**config.mk**
```make
export PLATFORM = sky130hd
export DESIGN_NAME = i_alu_arbiter
export DESIGN_NICKNAME = d
export VERILOG_FILES = /design/src/rtl/i_alu_arbiter_pkg.sv /design/src/rtl/i_alu_arbiter_rr_pick.sv /design/src/rtl/i_alu_arbiter.sv
export SDC_FILE = /design/constraint.sdc
export NUM_CORES = 1
export LEC_CHECK = 0
export BUFFER_PORTS_ARGS = -buffer_cell sky130_fd_sc_hd__buf_4
export CORE_AREA = 3 3 129 131
export DETAILED_ROUTE_END_ITERATION = 7
export DIE_AREA = 0 0 132 134
export GPL_ROUTABILITY_DRIVEN = 0
export MAX_ROUTING_LAYER = met4
export PLACE_DENSITY = 0.72
export SLEW_MARGIN = 20
export SYNTH_ARGS = -nofsm -noshare
export SYNTH_HDL_FRONTEND = slang
export SYNTH_SLANG_ARGS = --single-unit
```
**constraint.sdc**
```tcl
create_clock -name clk -period 1.9 [get_ports clk]
set_input_delay 0.285 -clock clk [delete_from_list [all_inputs] [get_ports clk]]
set_output_delay 0.285 -clock clk [all_outputs]
set_load 0.02 [all_outputs]
```
**src/rtl/i_alu_arbiter_pkg.sv**
```systemverilog
// Types, constants and encoding helpers shared by the OP-IMM ALU arbiter.
package i_alu_arbiter_pkg;

  typedef enum logic [2:0] {
    ADDI  = 3'b000,
    SLLI  = 3'b001,
    SLTI  = 3'b010,
    SLTIU = 3'b011,
    XORI  = 3'b100,
    SRXI  = 3'b101,
    ORI   = 3'b110,
    ANDI  = 3'b111
  } i_func;

  typedef logic [0:0] arb_state_t;
  localparam arb_state_t IDLE = 1'b0;
  localparam arb_state_t EXEC = 1'b1;

  localparam logic [6:0] SHAMT_HI_LOGICAL = 7'b0000000;
  localparam logic [6:0] SHAMT_HI_ARITH   = 7'b0100000;

  // Shift immediates must carry an all-zero upper field (or 0100000 for SRAI).
  function automatic logic shamt_illegal(input logic [2:0] funct3, input logic [11:0] imm12);
    logic err;
    case (funct3)
      SLLI:    err = (imm12[11:5] != SHAMT_HI_LOGICAL);
      SRXI:    err = (imm12[11:5] != SHAMT_HI_LOGICAL) && (imm12[11:5] != SHAMT_HI_ARITH);
      default: err = 1'b0;
    endcase
    return err;
  endfunction

  function automatic logic shift_alt(input logic [2:0] funct3, input logic imm10);
    return (funct3 == SRXI) && imm10;
  endfunction

endpackage

```
**src/rtl/i_alu_arbiter_rr_pick.sv**
```systemverilog
// Combinational round-robin picker: first eligible requester after last_grant.
module i_alu_arbiter_rr_pick #(
  parameter int NREQ = 2
) (
  input  logic [NREQ-1:0]         eligible_i,
  input  logic [$clog2(NREQ)-1:0] last_grant_i,
  output logic [NREQ-1:0]         grant_o,
  output logic [$clog2(NREQ)-1:0] grant_idx_o
);
  localparam int IDXW = $clog2(NREQ);

  int              cand_s;
  logic [IDXW-1:0] cand_idx_s;
  logic            found_s;

  // Scan requesters starting one past the previous winner, wrapping modulo NREQ.
  always_comb begin
    grant_o     = '0;
    grant_idx_o = '0;
    found_s     = 1'b0;
    cand_s      = 0;
    cand_idx_s  = '0;
    for (int off = 1; off <= NREQ; off++) begin
      cand_s     = (int'(last_grant_i) + off) % NREQ;
      cand_idx_s = cand_s[IDXW-1:0];
      if (!found_s && eligible_i[cand_idx_s]) begin
        found_s             = 1'b1;
        grant_o[cand_idx_s] = 1'b1;
        grant_idx_o         = cand_idx_s;
      end else begin
        found_s = found_s;
      end
    end
  end

endmodule

```
**src/rtl/i_alu_arbiter.sv**
```systemverilog
// Shares one external combinational I-type ALU between NREQ requesters,
// with a one-cycle operand stage and a one-entry response buffer per requester.
module i_alu_arbiter
  import i_alu_arbiter_pkg::*;
#(
  parameter int NREQ = 2,
  parameter int XLEN = 32
) (
  input  logic                       clk,
  input  logic                       reset,
  input  logic [NREQ-1:0]            req_valid,
  output logic [NREQ-1:0]            req_ready,
  input  logic [NREQ-1:0][2:0]       req_funct3,
  input  logic [NREQ-1:0][XLEN-1:0]  req_rv1,
  input  logic [NREQ-1:0][XLEN-1:0]  req_imm,
  output logic [NREQ-1:0]            rsp_valid,
  input  logic [NREQ-1:0]            rsp_ready,
  output logic [NREQ-1:0][XLEN-1:0]  rsp_data,
  output logic [NREQ-1:0]            rsp_err,
  output logic [XLEN-1:0]            alu_idata,
  output logic [XLEN-1:0]            alu_rv1,
  output logic [XLEN-1:0]            alu_imm,
  input  logic [XLEN-1:0]            alu_result
);
  localparam int IDXW = $clog2(NREQ);

  arb_state_t                state_q, state_d;
  logic [IDXW-1:0]           owner_q, owner_d;
  logic [2:0]                f3_q, f3_d;
  logic [XLEN-1:0]           rv1_q, rv1_d;
  logic [XLEN-1:0]           imm_q, imm_d;
  logic                      err_q, err_d;
  logic [IDXW-1:0]           last_q, last_d;
  logic [NREQ-1:0]           rsp_valid_q, rsp_valid_d;
  logic [NREQ-1:0][XLEN-1:0] rsp_data_q, rsp_data_d;
  logic [NREQ-1:0]           rsp_err_q, rsp_err_d;

  logic [NREQ-1:0]           eligible_s;
  logic [NREQ-1:0]           grant_s;
  logic [IDXW-1:0]           grant_idx_s;
  logic                      hs_s;

  // A full buffer or an operation already in flight blocks that requester.
  always_comb begin
    eligible_s = '0;
    for (int i = 0; i < NREQ; i++) begin
      eligible_s[i] = req_valid[i] && !rsp_valid_q[i] &&
                      !((state_q == EXEC) && (owner_q == IDXW'(i)));
    end
  end

  i_alu_arbiter_rr_pick #(.NREQ(NREQ)) u_pick (
    .eligible_i   (eligible_s),
    .last_grant_i (last_q),
    .grant_o      (grant_s),
    .grant_idx_o  (grant_idx_s)
  );

  assign req_ready = reset ? grant_s : '0;
  assign hs_s      = reset && (|grant_s);

  // Operand stage: load the winner's operation, otherwise drop back to IDLE.
  always_comb begin
    state_d = IDLE;
    owner_d = owner_q;
    f3_d    = f3_q;
    rv1_d   = rv1_q;
    imm_d   = imm_q;
    err_d   = err_q;
    last_d  = last_q;
    if (hs_s) begin
      state_d = EXEC;
      owner_d = grant_idx_s;
      f3_d    = req_funct3[grant_idx_s];
      rv1_d   = req_rv1[grant_idx_s];
      imm_d   = req_imm[grant_idx_s];
      err_d   = shamt_illegal(req_funct3[grant_idx_s], req_imm[grant_idx_s][11:0]);
      last_d  = grant_idx_s;
    end else begin
      state_d = IDLE;
    end
  end

  // Response buffers: capture from the ALU for the owner, release on rsp_ready.
  always_comb begin
    rsp_valid_d = rsp_valid_q;
    rsp_data_d  = rsp_data_q;
    rsp_err_d   = rsp_err_q;
    for (int i = 0; i < NREQ; i++) begin
      if ((state_q == EXEC) && (owner_q == IDXW'(i))) begin
        rsp_valid_d[i] = 1'b1;
        rsp_data_d[i]  = alu_result;
        rsp_err_d[i]   = err_q;
      end else if (rsp_ready[i]) begin
        rsp_valid_d[i] = 1'b0;
      end else begin
        rsp_valid_d[i] = rsp_valid_q[i];
      end
    end
  end

  // ALU bus is driven only while an operation is in flight.
  always_comb begin
    alu_idata = '0;
    alu_rv1   = '0;
    alu_imm   = '0;
    if (state_q == EXEC) begin
      alu_idata[14:12] = f3_q;
      alu_idata[30]    = shift_alt(f3_q, imm_q[10]);
      alu_rv1          = rv1_q;
      alu_imm          = imm_q;
    end else begin
      alu_idata = '0;
    end
  end

  // State registers with synchronous active-low reset.
  always_ff @(posedge clk) begin
    if (!reset) begin
      state_q     <= IDLE;
      owner_q     <= '0;
      f3_q        <= 3'b000;
      rv1_q       <= '0;
      imm_q       <= '0;
      err_q       <= 1'b0;
      last_q      <= IDXW'(NREQ - 1);
      rsp_valid_q <= '0;
      rsp_data_q  <= '0;
      rsp_err_q   <= '0;
    end else begin
      state_q     <= state_d;
      owner_q     <= owner_d;
      f3_q        <= f3_d;
      rv1_q       <= rv1_d;
      imm_q       <= imm_d;
      err_q       <= err_d;
      last_q      <= last_d;
      rsp_valid_q <= rsp_valid_d;
      rsp_data_q  <= rsp_data_d;
      rsp_err_q   <= rsp_err_d;
    end
  end

  assign rsp_valid = rsp_valid_q;
  assign rsp_data  = rsp_data_q;
  assign rsp_err   = rsp_err_q;

endmodule
```
==> run metrics <==
status=finished with violations; failing checks=negative setup slack; critical path endpoint category=output pin; grt ovf=0; crit start category=flop; Die Wd=between 100 and 150 um; Die Y=~130 um; Clock Tree Buf Depth=2; Post-synth top cells=nor3_1, dfxtp_1, nand2_1; Post-synth ARST share=0%; # setup viols final=1; Hold Crit Class=in2reg; Layout Nets=1,261; Seq pwr share=~39%; Final HPWL DP=approximately 15 mm; worst reg-to-reg setup slack=roughly 0.11 ns; met2 Use GR=37.9%; TritonCTS clock tree=yes; wire per inst=16.3 um; Post-DRT Antenna Nets=0; CP arrival=~1.7 ns; Post-Place Setup Slack=0.153 ns; Avg Cell Area, Syn=roughly 7.6 um^2; VDD IR max=roughly 0.00055 V; Power Internal=~0.0061 W; row cnt=46; fin. max-slew vios=0; GRT Util Overall=between 20% and 30%; max_cap viols=0; Clock Pin Slew Worst Setup and Hold Paths=around 0.06 ns; first-pass GRT wire length=32.5 mm; routed vias/inst=about 5.0; via count=about 6,600; GRT busiest layer=met2; Final Hold Viols=0; final critical-path setup slack=-0.0454 ns; Lkg Pwr=~4 nW; residual DRC count=0; clk_skew=approximately 0.0075 ns; critical path class=reg2out; router iterations before antenna repair=4; RSZ-0062 raised after global routing=yes; Power Density=between 900 and 1000 mW/mm^2; total power=~0.0085 W; layout cells sized above 1=~34%; Die ar.=about 0.018 mm^2; core area=0.0157 mm^2; dominant synthesized flop cell=dfxtp_1; vias in the first global route=about 6,300; Tmin final=a little under 2 ns; area of the mapped netlist=0.00617 mm^2; yosys warns=0; Clock Power Share=39.6%; critical path peak fanout=5; Final Cycle Share=102%; CP required=~1.6 ns; largest cells by area after synthesis=dfxtp_1, nor3_1, nand2_1; Worst-Skew Late Latency=between 0.4 and 0.5 ns; antenna violations before repair=0; Root Buffer=clkbuf_16; Synth area leader=dfxtp_1; Synth Register Bits=between 100 and 150; met1 GRT Util=between 20% and 30%; sw frac=between 20% and 30%; Final TNS setup=-0.0454 ns; register area share after synthesis=45.1%; Area Overhead vs Synth=49.6%; H-tree level count=4; initial drt markers=roughly 370; Post-synth EDFFs=0; largest net degree at the start of global routing=about 100; Port Buf Inserts=roughly 310; total CTS buffers=17; Post-Synthesis Cells=815; I/O pins=338; number of diodes=0; CTS sink count=139; initial core utilization=between 30% and 40%; DRT Wirelength=21.4 mm; Switch Pwr=about 0.0025 W; Combinational Power Share=between 20% and 30%; fmax=514 MHz; most frequent cell after synthesis=nor3_1; met3 Usage GRT=under 10%; fillers=1,525; Yosys cell types=32; top cell type's share of synthesized area=~45%
==> cells in the final DEF, fill, tap and decap left out, types with 18 or more instances in the layout <==
cell type | Yosys | final
o21ai_1 | 20 | 20
conb_1 | 1 | 28
buf_4 | 31 | 322
a21oi_1 | 70 | 70
dfxtp_1 | 139 | 137
and2_1 | 68 | 67
nand2_1 | 135 | 135
o21ai_0 | 46 | 46
nor3_1 | 196 | 196
clkbuf_16 | 0 | 18
==> registers in the layout, summed over array words and instances, names as in the netlist <==
register / cells
err_q: 1
f3_q: 3
imm_q: 32
last_q: 1
owner_q: 1
rsp_data: 64
rsp_err: 2
rsp_valid: 2
rv1_q: 32
state_q: 1
==> final timing paths <==
kind,from,to,cells after the start
max reg2reg,state_q$_SDFF_PN0_,rv1_q[9]$_SDFFE_PN0P_,6
min,alu_result[23],rsp_data[23]$_SDFFE_PN0P_,3
max,state_q$_SDFF_PN0_,req_ready[1],4
min reg2reg,rsp_data[40]$_SDFFE_PN0P_,rsp_data[40]$_SDFFE_PN0P_,2
==> routing by layer <==
metal  share of wire, %  up-vias
met3                7.0       62
met2                 50      294
met1                 39     2987
met5                  0        -
li1                   -     3264
met4                4.5        0
==> timing repair <==
| action | 4_1_cts | 5_1_grt |
|---|---|---|
| setup endpoints to repair | 3 | 15 |
| pin swaps | 1 | 0 |
| hold buffers | 0 | 0 |
| gates resized for setup | 6 | 7 |
| gates cloned | 0 | 1 |
| setup buffers | 1 | 1 |
==> stage by stage <==
step	hold WS [ns]	instances	utilization (%)	cell area (um^2)
floorplan	0.421	842	-	6270
global placement	0.442	1283	54.3	8540
detailed placement	0.447	1283	54.3	8540
CTS	0.101	1316	58.3	9170
global route	0.107	1318	58.7	9230
finish	0.121	1318	58.7	9230
==> power by group through the flow <==
stage / registers (W) / clock network (W) / logic (W)
6_report: 0.00331 / 0.00337 / 0.00183
3_5_place_dp: 0.00337 / 0 / 0.00179
5_1_grt: 0.00334 / 0.00356 / 0.00200
4_1_cts: 0.00331 / 0.00344 / 0.00181
2_1_floorplan: 0.00343 / 0 / 0.000992
3_3_place_gp: 0.00336 / 0 / 0.00178
==> worst max-delay path, cell delays in order, from the launching register on <==
cell and delay [ns]:
dfxtp_4 0.38, and4bb_2 0.28, or3_4 0.36, nor2_4 0.10
buf_6 0.13
==> cells by family (layout without fill, tap and decap cells) <==
logic type,after synthesis,after routing,share of synthesized area [%]
DFF,139,139,45.1
buffers and inverters,107,367,9.17
and+or+nand+nor,425,425,33.7
other,1,28,0.0608
muxes,1,1,0.162
AOI/OAI and AO/OA,142,142,11.8
==> final cells by class <==
| type | count | area [um^2] | share of cell area (%) |
|---|---|---|---|
| Multi-Input combinational cell | 596 | 2950 | 32.0 |
| Clock inverter | 13 | 168 | 1.82 |
| Sequential cell | 139 | 2790 | 30.2 |
| Tap cell | 216 | 270 | 2.93 |
| Clock buffer | 19 | 433 | 4.69 |
| Inverter | 4 | 15.0 | 0.163 |
| Timing Repair Buffer | 331 | 2600 | 28.2 |
(Power assumes the default switching activity.)
